==> src/rtl/grf_sb_if.sv <==
// Issue/retire/status bundle between D-stage decode, the W-stage write port
// and the GRF scoreboard.
interface grf_sb_if #(
  parameter int NREG = 32,
  parameter int TW   = 2
);
  logic            flush;
  logic            d_valid;
  logic [4:0]      d_rs;
  logic [4:0]      d_rt;
  logic            d_use_rs;
  logic            d_use_rt;
  logic [TW-1:0]   d_tuse_rs;
  logic [TW-1:0]   d_tuse_rt;
  logic            d_we;
  logic [4:0]      d_rd;
  logic [TW-1:0]   d_tnew;
  logic            wb_en;
  logic [4:0]      wb_addr;
  logic            stall;
  logic            issue_fire;
  logic [NREG-1:0] busy_mask;
  logic [31:0]     stall_cnt;
  logic            underflow_err;

  modport master (
    output flush, d_valid, d_rs, d_rt, d_use_rs, d_use_rt, d_tuse_rs, d_tuse_rt,
           d_we, d_rd, d_tnew, wb_en, wb_addr,
    input  stall, issue_fire, busy_mask, stall_cnt, underflow_err
  );

  modport slave (
    input  flush, d_valid, d_rs, d_rt, d_use_rs, d_use_rt, d_tuse_rs, d_tuse_rt,
           d_we, d_rd, d_tnew, wb_en, wb_addr,
    output stall, issue_fire, busy_mask, stall_cnt, underflow_err
  );
endinterface

==> src/rtl/grf_scoreboard.sv <==
// Register-file scoreboard: counts in-flight writers per GRF entry, tracks the
// youngest writer's Tnew and raises the D-stage stall from the Tuse/Tnew rule.
module grf_scoreboard #(
  parameter int NREG = 32,
  parameter int TW   = 2,
  parameter int CW   = 2
) (
  input logic     clk,
  input logic     reset,
  grf_sb_if.slave sb
);
  localparam int AW = 5;
  localparam logic [CW-1:0] CNT_MAX = {CW{1'b1}};

  logic [CW-1:0]   cnt_q  [NREG];
  logic [CW-1:0]   cnt_d  [NREG];
  logic [TW-1:0]   tnew_q [NREG];
  logic [TW-1:0]   tnew_d [NREG];
  logic [31:0]     stall_cnt_q, stall_cnt_d;
  logic            underflow_q, underflow_d;
  logic            inc_v  [NREG];
  logic            dec_v  [NREG];
  logic [NREG-1:0] busy_w;
  logic            hz_rs, hz_rt, hz_full, stall_w, fire_w;

  function automatic logic [31:0] sat_inc32(input logic [31:0] v);
    return (v == 32'hFFFF_FFFF) ? v : v + 32'd1;
  endfunction

  function automatic logic [TW-1:0] age_tnew(input logic [TW-1:0] t);
    return (t == '0) ? t : t - TW'(1);
  endfunction

  // A sole writer retiring this cycle is readable through GRF write-through.
  function automatic logic src_hazard(input logic use_s, input logic [AW-1:0] s,
                                      input logic [TW-1:0] tuse,
                                      input logic [CW-1:0] cnt_s,
                                      input logic [TW-1:0] tnew_s,
                                      input logic wb_en, input logic [AW-1:0] wb_addr);
    return use_s && (s != '0) && (cnt_s != '0) && (tnew_s > tuse) &&
           !(wb_en && (wb_addr == s) && (cnt_s == CW'(1)));
  endfunction

  always_comb begin
    hz_rs   = src_hazard(sb.d_use_rs, sb.d_rs, sb.d_tuse_rs, cnt_q[sb.d_rs],
                         tnew_q[sb.d_rs], sb.wb_en, sb.wb_addr);
    hz_rt   = src_hazard(sb.d_use_rt, sb.d_rt, sb.d_tuse_rt, cnt_q[sb.d_rt],
                         tnew_q[sb.d_rt], sb.wb_en, sb.wb_addr);
    hz_full = sb.d_we && (sb.d_rd != '0) && (cnt_q[sb.d_rd] == CNT_MAX) &&
              !(sb.wb_en && (sb.wb_addr == sb.d_rd));
    stall_w = sb.d_valid && (hz_rs || hz_rt || hz_full);
    fire_w  = sb.d_valid && !stall_w;
  end

  always_comb begin
    for (int r = 0; r < NREG; r++) begin
      inc_v[r]  = (r != 0) && fire_w && sb.d_we && (sb.d_rd == AW'(r));
      dec_v[r]  = (r != 0) && sb.wb_en && (sb.wb_addr == AW'(r)) && (cnt_q[r] != '0);
      busy_w[r] = (cnt_q[r] != '0);
    end
  end

  always_comb begin
    stall_cnt_d = stall_cnt_q;
    underflow_d = underflow_q;
    for (int r = 0; r < NREG; r++) begin
      cnt_d[r]  = '0;
      tnew_d[r] = '0;
    end
    if (!sb.flush) begin
      if (stall_w)
        stall_cnt_d = sat_inc32(stall_cnt_q);
      if (sb.wb_en && (sb.wb_addr != '0) && (cnt_q[sb.wb_addr] == '0))
        underflow_d = 1'b1;
      for (int r = 1; r < NREG; r++) begin
        cnt_d[r] = cnt_q[r] + CW'(inc_v[r]) - CW'(dec_v[r]);
        if (inc_v[r])
          tnew_d[r] = sb.d_tnew;
        else if (cnt_d[r] == '0)
          tnew_d[r] = '0;
        else
          tnew_d[r] = age_tnew(tnew_q[r]);
      end
    end
  end

  always_ff @(posedge clk) begin
    if (reset) begin
      for (int r = 0; r < NREG; r++) begin
        cnt_q[r]  <= '0;
        tnew_q[r] <= '0;
      end
      stall_cnt_q <= '0;
      underflow_q <= 1'b0;
    end else begin
      for (int r = 0; r < NREG; r++) begin
        cnt_q[r]  <= cnt_d[r];
        tnew_q[r] <= tnew_d[r];
      end
      stall_cnt_q <= stall_cnt_d;
      underflow_q <= underflow_d;
    end
  end

  assign sb.stall         = stall_w;
  assign sb.issue_fire    = fire_w;
  assign sb.busy_mask     = busy_w;
  assign sb.stall_cnt     = stall_cnt_q;
  assign sb.underflow_err = underflow_q;
endmodule

==> src/flat_wrapper.sv <==
// flat-port wrapper written by rule: the top's interface ports become plain ports
module grf_scoreboard_flat 
#(
  parameter int NREG = 32,
  parameter int TW   = 2,
  parameter int CW   = 2
)
  (clk, reset, sb_flush, sb_d_valid, sb_d_rs, sb_d_rt, sb_d_use_rs, sb_d_use_rt, sb_d_tuse_rs, sb_d_tuse_rt, sb_d_we, sb_d_rd, sb_d_tnew, sb_wb_en, sb_wb_addr, sb_stall, sb_issue_fire, sb_busy_mask, sb_stall_cnt, sb_underflow_err);
  grf_sb_if #(.NREG(NREG), .TW(TW)) sb_i ();
  input logic clk;
  input logic reset;
  input wire logic [$bits(sb_i.flush)-1:0] sb_flush;
  input wire logic [$bits(sb_i.d_valid)-1:0] sb_d_valid;
  input wire logic [$bits(sb_i.d_rs)-1:0] sb_d_rs;
  input wire logic [$bits(sb_i.d_rt)-1:0] sb_d_rt;
  input wire logic [$bits(sb_i.d_use_rs)-1:0] sb_d_use_rs;
  input wire logic [$bits(sb_i.d_use_rt)-1:0] sb_d_use_rt;
  input wire logic [$bits(sb_i.d_tuse_rs)-1:0] sb_d_tuse_rs;
  input wire logic [$bits(sb_i.d_tuse_rt)-1:0] sb_d_tuse_rt;
  input wire logic [$bits(sb_i.d_we)-1:0] sb_d_we;
  input wire logic [$bits(sb_i.d_rd)-1:0] sb_d_rd;
  input wire logic [$bits(sb_i.d_tnew)-1:0] sb_d_tnew;
  input wire logic [$bits(sb_i.wb_en)-1:0] sb_wb_en;
  input wire logic [$bits(sb_i.wb_addr)-1:0] sb_wb_addr;
  output wire logic [$bits(sb_i.stall)-1:0] sb_stall;
  output wire logic [$bits(sb_i.issue_fire)-1:0] sb_issue_fire;
  output wire logic [$bits(sb_i.busy_mask)-1:0] sb_busy_mask;
  output wire logic [$bits(sb_i.stall_cnt)-1:0] sb_stall_cnt;
  output wire logic [$bits(sb_i.underflow_err)-1:0] sb_underflow_err;
  assign sb_i.flush = sb_flush;
  assign sb_i.d_valid = sb_d_valid;
  assign sb_i.d_rs = sb_d_rs;
  assign sb_i.d_rt = sb_d_rt;
  assign sb_i.d_use_rs = sb_d_use_rs;
  assign sb_i.d_use_rt = sb_d_use_rt;
  assign sb_i.d_tuse_rs = sb_d_tuse_rs;
  assign sb_i.d_tuse_rt = sb_d_tuse_rt;
  assign sb_i.d_we = sb_d_we;
  assign sb_i.d_rd = sb_d_rd;
  assign sb_i.d_tnew = sb_d_tnew;
  assign sb_i.wb_en = sb_wb_en;
  assign sb_i.wb_addr = sb_wb_addr;
  assign sb_stall = sb_i.stall;
  assign sb_issue_fire = sb_i.issue_fire;
  assign sb_busy_mask = sb_i.busy_mask;
  assign sb_stall_cnt = sb_i.stall_cnt;
  assign sb_underflow_err = sb_i.underflow_err;
  grf_scoreboard #(.NREG(NREG), .TW(TW), .CW(CW)) u_core (.clk(clk), .reset(reset), .sb(sb_i));
endmodule
==> config.mk <==
export PLATFORM = sky130hd
export DESIGN_NAME = grf_scoreboard_flat
export DESIGN_NICKNAME = d
export VERILOG_FILES = /design/src/rtl/grf_sb_if.sv /design/src/rtl/grf_scoreboard.sv /design/src/flat_wrapper.sv
export SDC_FILE = /design/constraint.sdc
export NUM_CORES = 1
export LEC_CHECK = 0
export CAP_MARGIN = 20
export CORE_ASPECT_RATIO = 0.8
export CORE_UTILIZATION = 65
export CTS_CLUSTER_SIZE = 16
export DETAILED_ROUTE_END_ITERATION = 8
export GPL_ROUTABILITY_DRIVEN = 0
export PLACE_DENSITY = 0.88
export SYNTH_ARGS = -nofsm -noshare
export SYNTH_HDL_FRONTEND = slang
export SYNTH_SLANG_ARGS = --single-unit
==> constraint.sdc <==
create_clock -name clk -period 10.2 [get_ports clk]
set_input_delay 2.04 -clock clk [delete_from_list [all_inputs] [get_ports clk]]
set_output_delay 2.04 -clock clk [all_outputs]
set_load 0.02 [all_outputs]
After elaboration in Yosys (flattened, before gate mapping)
Memories as Yosys holds them, arrays and structs flattened. Index checks and enable logic that the tools add are counted.

Bits in latches: 0. Memory bits (read-only): 0. Output and inout port bits: 67. Bits of input ports: 34. Memories: 2. Bits in registers: 33. Bits in writable memories: 128.

Memory list: u_core.cnt_q (words 32, bits a word 2, read ports 36, clocked after memory_dff 0, wr ports 32, RTL line grf_scoreboard.sv:15) `logic [CW-1:0] cnt_q [NREG];`; u_core.tnew_q (words 32, bits a word 2, read ports 33, clocked after memory_dff 0, wr ports 32, RTL line grf_scoreboard.sv:17) `logic [TW-1:0] tnew_q [NREG];`.

Add/subtract/negate cells: 94. Multiply operators: 0. Reduce and logical (&&, ||, !) cells: 223. Div/mod/pow operators: 0. Shift-type cells: 0. Order comparisons: 2. Bitwise gates (word level): 66. Muxes and demuxes: 162. Eq/ne operators: 69.

Operators with widths (number): $mux W2 (157); $eq A5 B5 Y1 const B (32); $logic_not A2 Y1 (63); $mux W62 (2); $logic_and A1 B1 Y1 (114); $eq A5 B4 Y1 const B (16); $reduce_bool A2 Y1 (34); $or A1 B1 Y1 (64); $add A2 B1 Y2 (31); $sub A2 B1 Y2 (31); $sub A2 B1 Y2 const B (31); $eq A5 B3 Y1 const B (8); $add A32 B1 Y32 const B (1); $eq A32 B32 Y1 const B (1); $eq A5 B2 Y1 const B (4); $reduce_bool A5 Y1 (4); $eq A5 B5 Y1 (3); $eq A5 B1 Y1 const B (2); $eq A2 B1 Y1 const B (2); $gt A2 B2 Y1 (2); $logic_not A1 Y1 (4); $mux W1 (3); $reduce_and A3 Y1 (1); $eq A2 B2 Y1 const B (1); 3 further kinds (5).

Logic depth before layout (Yosys ltp)
Gate-level depths: netlist of the first run.

Depth after elaboration: 19. Depth in mapped cells: 29.

Least setup slack after synthesis of the first run
No wires, ideal clock.

Path kind: input-to-output. Start: in sb_d_rs[0]. End: out sb_stall. Path buffers: 4. Setup slack: 2.754 ns. Arrival time: 5.406 ns. Required time: 8.160 ns. Stages on the path: 14. Cell sequence: buf_6 > buf_6 > buf_2 > clkbuf_1 > mux4_2 > mux4_2 > mux2_2 > ha_1 > nor2b_1 > o211ai_1 > nor3_1 > o2111ai_2 > and4b_1 > nor2_1.

Word-level cells in the longest chain between the ends: 8.

Ends and longest elaborated chain: start: declaration (RTL line flat_wrapper.sv:14) `input wire logic [$bits(sb_i.d_rs)-1:0] sb_d_rs;`; $mem_v2 Z32 W2, or another cell as far along; $eq A2 B1 Y1, or another cell as far along (RTL line grf_scoreboard.sv:41) `!(wb_en && (wb_addr == s) && (cnt_s == CW'(1)));`; $logic_and A1 B1 Y1 (on tied branches) (RTL line grf_scoreboard.sv:41, grf_scoreboard.sv:40); $logic_not A1 Y1 or $logic_and A1 B1 Y1 (tied branches) (RTL line grf_scoreboard.sv:41, grf_scoreboard.sv:40); $logic_and A1 B1 Y1 (*) (RTL line grf_scoreboard.sv:40) `return use_s && (s != '0) && (cnt_s != '0) && (tnew_s > tuse) &&`; $logic_or A1 B1 Y1 (*) (2 in a row) (RTL line grf_scoreboard.sv:51) `stall_w = sb.d_valid && (hz_rs || hz_rt || hz_full);`; $logic_and A1 B1 Y1 (*) (RTL line grf_scoreboard.sv:51); end: declaration (RTL line flat_wrapper.sv:25) `output wire logic [$bits(sb_i.stall)-1:0] sb_stall;`.

Mark *: on every way between the ends. The rest lies on a longest branch, timed or not.

Final worst setup path of the first run
Start: in sb_d_rs[1]. End: out sb_issue_fire.

Word-level cells in the longest chain between the ends: 10.

Ends and longest elaborated chain: $mem_v2 Z32 W2, or another cell as far along; $eq A2 B1 Y1, or another cell as far along (RTL line grf_scoreboard.sv:41); $logic_and A1 B1 Y1 (on tied branches) (RTL line grf_scoreboard.sv:41, grf_scoreboard.sv:40); $logic_not A1 Y1 or $logic_and A1 B1 Y1 (tied branches) (RTL line grf_scoreboard.sv:41, grf_scoreboard.sv:40); $logic_and A1 B1 Y1 (*) (RTL line grf_scoreboard.sv:40); $logic_or A1 B1 Y1 (*) (2 in a row) (RTL line grf_scoreboard.sv:51); $logic_and A1 B1 Y1 (*) (RTL line grf_scoreboard.sv:51); $logic_not A1 Y1 (*) (RTL line grf_scoreboard.sv:52) `fire_w = sb.d_valid && !stall_w;`; $logic_and A1 B1 Y1 (*) (RTL line grf_scoreboard.sv:52); end: declaration (RTL line flat_wrapper.sv:26) `output wire logic [$bits(sb_i.issue_fire)-1:0] sb_issue_fire;`.

Marked as above.

==> results of run 1 <==
## power groups by stage
stage	logic, mW	registers, mW	clock network, mW
after floorplan	0.0864	0.629	0
after global placement	0.124	0.629	0
final	0.133	0.615	0.658
after CTS	0.128	0.615	0.654
after detailed placement	0.128	0.629	0
after global routing	0.139	0.615	0.681
## worst max-delay path: stages
cell and delay [ps]:
clkdlybuf4s50_1 1080, buf_4 380, mux4_2 320, mux4_2 480
mux2_2 290, ha_1 300, nor2b_1 150, o211ai_1 260
nor3_1 100, o2111ai_2 90, nand4b_1 540, nor2_1 280
clkdlybuf4s50_1 640
## cell type report
type,count,area [um2]
tap,253,317
fill,1228,4390
clock buffer,18,439
inverter,182,683
timing repair buffer,108,1040
sequential,157,3140
multi-input combinational,1048,8280
clock inverter,14,145
antenna,2,5.00
## cells by family (layout without fill, tap and decap cells)
| kind of cell | after synthesis | count (layout) | share of synthesized area (%) |
|---|---|---|---|
| simple gates | 534 | 534 | 20.9 |
| buf+inv | 254 | 322 | 8.48 |
| mux | 177 | 177 | 21.2 |
| flops | 157 | 157 | 25.2 |
| compound gates | 123 | 123 | 6.22 |
| xor+xnor | 115 | 115 | 8.07 |
| fa+ha+maj | 98 | 98 | 9.83 |
| other cells | 1 | 3 | 0.0301 |
## final timing paths
kind / start / endpoint / slack (ps) / depth (start not counted)
setup / recovery: sb_d_rs[1] / sb_issue_fire / 1190 / 13
hold / removal: u_core.sb.stall_cnt[26] / u_core.sb.stall_cnt[26] / 510 / 2
setup reg to reg: u_core.tnew_q[27][1] / u_core.tnew_q[16][0] / 4610 / 19
hold reg to reg: u_core.sb.stall_cnt[26] / u_core.sb.stall_cnt[26] / 510 / 2
## flip-flops by register name (all words and copies together) (netlist names)
signal / count
u_core.sb.underflow_err: 1
u_core.sb.stall_cnt: 32
u_core.cnt_q: 62
u_core.tnew_q: 62
## routing by layer
layer	routed length [um]	vias up	global-route usage, %	share of wire (%)
met1	14000	5314	51.4	37
met3	6000	221	13.5	16
met4	1990	0	19.3	5.2
met5	0	-	0	0
li1	-	5064	-	-
met2	16200	965	59.3	42
## synthesized netlist by cell type (3+ instances only)
master / number
a21oi_1: 20
a22o_1: 4
a22oi_1: 7
and2_1: 62
and3_1: 10
buf_1: 5
buf_2: 14
buf_4: 7
buf_6: 8
clkbuf_1: 38
dfxtp_1: 157
ha_1: 98
inv_1: 181
mux2_2: 23
mux2i_1: 85
mux4_2: 66
nand2_1: 142
nand2b_1: 3
nand3_1: 36
nand4_1: 10
nor2_1: 143
nor2_2: 8
nor2b_1: 21
nor3_1: 38
nor3b_1: 5
nor4_1: 13
o211ai_1: 3
o21ai_0: 53
o22ai_1: 3
o311ai_0: 3
o31ai_1: 11
or2_2: 12
or2_4: 7
or4_1: 11
xnor2_1: 97
xor2_1: 18
==> reports/results.tsv, run 1 <==
metric	value	unit
utilization	76.2	%
synth_area_per_cell	8.55	um2
synth_edf_count	0	
first_global_vias	10967	
htreeDepth	4	
relSlewSlack	31.1	%
cp.arrival	6970	ps
switchingPower	394	uW
synthArstFlopShare	0	%
synth_area_leaders	dfxtp_1 (25%), mux4_2 (12%), ha_1 (9.8%), mux2i_1 (6.8%), xnor2_1 (6.8%)	
clk_pin_slew_worst_paths	70	ps
status	complete, but fails checks	
power_density	100	mW/mm2
wl_per_cell	21.4	um
drive_gt1_share	10.9	%
cts_resized	0	
pin_count	101	
seqPwrFrac	43.7	%
netlist_area	0.0125	mm2
dieWidth	157	um
synth.top_cell.area_share	25.2	%
dp.cells	1748	
start_kind	primary input	
num_vias	11564	
postCtsHoldBufs	0	
placedInstanceArea	0.0135	mm2
clock_skew	11.2	ps
hold_ws	506	ps
rsz0062_at_grt	false	
final_common_cell	inv_1	
initial_core_util	67.6	%
antenna_found_initial	0	
leakage	5.79	nW
critPathMaxFanout	19	
yosysWarnings	0	
required	8160	ps
synth_fp_nets	1591	
yosysUniqueCellTypes	65	
cts_setup_buffers	0	
yosys.area.top_type	dfxtp_1	
synth-seq-area-share	25.2	%
p_int	1.01	mW
final_cell_mix	inv_1 (181), dfxtp_1 (157), nand2_1 (142), nor2_1 (142), ha_1 (98)	
final_net_count	1646	
drc_errors	1	
fin_area	0.0141	mm2
die_y	126	um
final.setup.tns	0	ps
syn_to_final_growth	12.7	%
wirelength	38200	um
cts-root-buf	clkbuf_16	
cts_tree	done	
max_clock_freq	0.111	GHz
grt_max_degree	62	
clock_path_buffers	2	
drv_cap	0	
cts_sinks	157	
via_per_inst	6.49	
hpwl	27000	um
rows	44	
die_area	0.0198	mm2
synthFlopType	dfxtp_1	
clkPwrFrac	46.8	%
worstSetupPathType	in2out	
fin_cells	1782	
min_path_type	reg2reg	
pre_cts_ws	1300	ps
peakVddDrop	93.3	uV
final_antenna_net_count	0	
dr.pass1.iters	9	
setup_viol	0	
pwr-share-comb	9.5	%
setup_ws	1190	ps
tightest_slew	1030	ps
switching_share	28.1	%
ys_ff_latch	157	
hold_viol_final	0	
core_region_area	0.0184	mm2
drv_slew	0	
end_kind	output pin	
min_period_over_period	88.3	%
period_minus_slack	9010	ps
clock_latency	450	ps
numPortBuffers	99	
drtIter0Drc	1769	
cts_buffers	17	
grt_pass1_wl	59600	um
power	1.41	mW
violations	DRC	
grtUsageTotal	39.7	%
synthCells	1459	
grt_overflow	0	
(Power assumes the default switching activity.)
==> run 2: changes to the inputs <==
--- a/config.mk
+++ b/config.mk
@@ -5,12 +5,14 @@
 export SDC_FILE = /design/constraint.sdc
 export NUM_CORES = 1
 export LEC_CHECK = 0
+export ABC_AREA = 0
 export CAP_MARGIN = 20
 export CORE_ASPECT_RATIO = 0.8
 export CORE_UTILIZATION = 65
 export CTS_CLUSTER_SIZE = 16
 export DETAILED_ROUTE_END_ITERATION = 8
 export GPL_ROUTABILITY_DRIVEN = 0
+export MAX_ROUTING_LAYER = met4
 export PLACE_DENSITY = 0.88
 export SYNTH_ARGS = -nofsm -noshare
 export SYNTH_HDL_FRONTEND = slang
==> constraint.sdc (replaced) <==
create_clock -name clk -period 11.5 [get_ports clk]
set_input_delay 2.3 -clock clk [delete_from_list [all_inputs] [get_ports clk]]
set_output_delay 2.3 -clock clk [all_outputs]
set_load 0.02 [all_outputs]
==> reports/results.tsv, run 2 (same netlist as run 1, synthesis figures left out) <==
metric	value	unit	change
cts-root-buf	clkbuf_16		unchanged
grt_max_degree	62		unchanged
drtIter0Drc	1704		was 1,769
final_net_count	1647		was 1,646
grtUsageTotal	41.1	%	was 39.7%
drv_slew	0		unchanged
final_antenna_net_count	0		unchanged
leakage	5.78	nW	was 5.79 nW
relSlewSlack	21.7	%	was 31.1%
power	1.22	mW	was 1.41 mW
hpwl	27700	um	was 27,000 um
first_global_vias	11203		was 10,967
via_per_inst	6.49		about the same
pre_cts_ws	2230	ps	was 1300 ps
pin_count	101		unchanged
final.setup.tns	0	ps	unchanged
hold_viol_final	0		unchanged
hold_ws	501	ps	was 506 ps
numPortBuffers	99		unchanged
setup_viol	0		unchanged
fin_area	0.0140	mm2	was 0.0141 mm2
drv_cap	0		unchanged
wirelength	38400	um	was 38,200 um
rows	44		unchanged
die_area	0.0198	mm2	unchanged
cts_tree	done		unchanged
utilization	76.2	%	about the same
cts_setup_buffers	0		unchanged
p_int	892	uW	was 1.01 mW
clk_pin_slew_worst_paths	70	ps	about the same
final-seq-area	0.00314	mm2	unchanged
min_period_over_period	81.3	%	
clock_latency	450	ps	about the same
cts_resized	0		unchanged
initial_core_util	67.6	%	unchanged
period_minus_slack	9350	ps	
num_vias	11561		was 11,564
dp.cells	1748		unchanged
clkPwrFrac	45.7	%	was 46.8%
antenna_found_initial	0		unchanged
cp.arrival	7050	ps	was 6970 ps
seqPwrFrac	44.6	%	was 43.7%
grt_overflow	0		unchanged
dr.pass1.iters	7		was 9
switching_share	27.1	%	was 28.1%
rsz0062_at_grt	false		unchanged
clock_skew	15.0	ps	was 11.2 ps
clock_path_buffers	2		unchanged
fin_cells	1782		unchanged
wl_per_cell	21.6	um	was 21.4 um
n_fill_cell	1234		was 1,228
start_kind	primary input		unchanged
placedInstanceArea	0.0135	mm2	unchanged
core_region_area	0.0184	mm2	unchanged
final_common_cell	inv_1		unchanged
power_density	87.2	mW/mm2	was 100 mW/mm2
required	9200	ps	was 8160 ps
setup_ws	2150	ps	was 1190 ps
switchingPower	332	uW	was 394 uW
critPathMaxFanout	17		was 19
multiInputGateArea	0.00828	mm2	unchanged
peakVddDrop	77.4	uV	was 93.3 uV
tightest_slew	1170	ps	was 1030 ps
drive_gt1_share	10.8	%	was 10.9%
postCtsHoldBufs	0		unchanged
grt_pass1_wl	59700	um	was 59,600 um
htreeDepth	4		unchanged
cts_sinks	157		unchanged
syn_to_final_growth	12.6	%	was 12.7%
max_clock_freq	0.107	GHz	
cts_buffers	17		unchanged
end_kind	output pin		unchanged
pwr-share-comb	9.8	%	was 9.5%
dieWidth	157	um	unchanged
status	finished clean		was complete, but fails checks
worstSetupPathType	in2out		unchanged
final_cell_mix	inv_1 (181), dfxtp_1 (157), nand2_1 (142), nor2_1 (142), ha_1 (98)		unchanged
die_y	126	um	unchanged
min_path_type	reg2reg		unchanged
drc_errors	0		was 1
run 2: changes by cell type in the layout (fill, tap and decap cells not counted):
cell | before | now
inv_8 | 4 | 0
clkbuf_1 | 0 | 3
clkinv_4 | 0 | 3
buf_8 | 0 | 1
clkinvlp_4 | 4 | 3
diode_2 | 2 | 1
inv_6 | 4 | 3
run 2: power by group through the flow:
stage          combinational [mW]  sequential (mW)  clock (mW)
3_3_place_gp                0.111            0.558           0
3_5_place_dp                0.113            0.558           0
4_1_cts                     0.114            0.546       0.557
6_report                    0.120            0.546       0.559
2_1_floorplan              0.0766            0.558           0
5_1_grt                     0.124            0.546       0.579
run 2: path summary, 6_finish.rpt:
check	from	end	slack [ps]	cells past startpoint
worst max-delay path	sb_d_rs[1]	sb_issue_fire	2150	12
worst max register to register	u_core.tnew_q[27][1]	u_core.tnew_q[6][0]	6030	18
worst min register to register	u_core.sb.stall_cnt[10]	u_core.sb.stall_cnt[10]	500	2
worst min-delay path	u_core.sb.stall_cnt[10]	u_core.sb.stall_cnt[10]	500	2
run 2: layer usage:
metal  track usage [%]  share of wire (%)  vias up
li1                  -                  -     5061
met1              48.8                 36     5364
met2              60.2                 43      903
met3              16.6                 16      233
met4              20.2                5.1        0
met5                 -                  0        -
run 2: layout make-up:
class                      count  share of cell area [%]
sequential                   157                    22.4
clock inverter                11                   0.784
multi-input combinational   1048                    59.0
timing repair buffer         109                    7.54
antenna                        1                  0.0178
tap                          253                    2.25
inverter                     182                    4.86
clock buffer                  21                    3.21
run 2: critical path, cell delays in order:
cell and delay (ps):
clkdlybuf4s50_1 990, buf_4 400, mux4_2 340, mux4_2 460
mux2_2 280, ha_1 290, nor2b_1 130, o211ai_1 190
nand4bb_1 190, nand4b_1 520, nor2_1 300, clkdlybuf4s50_1 640
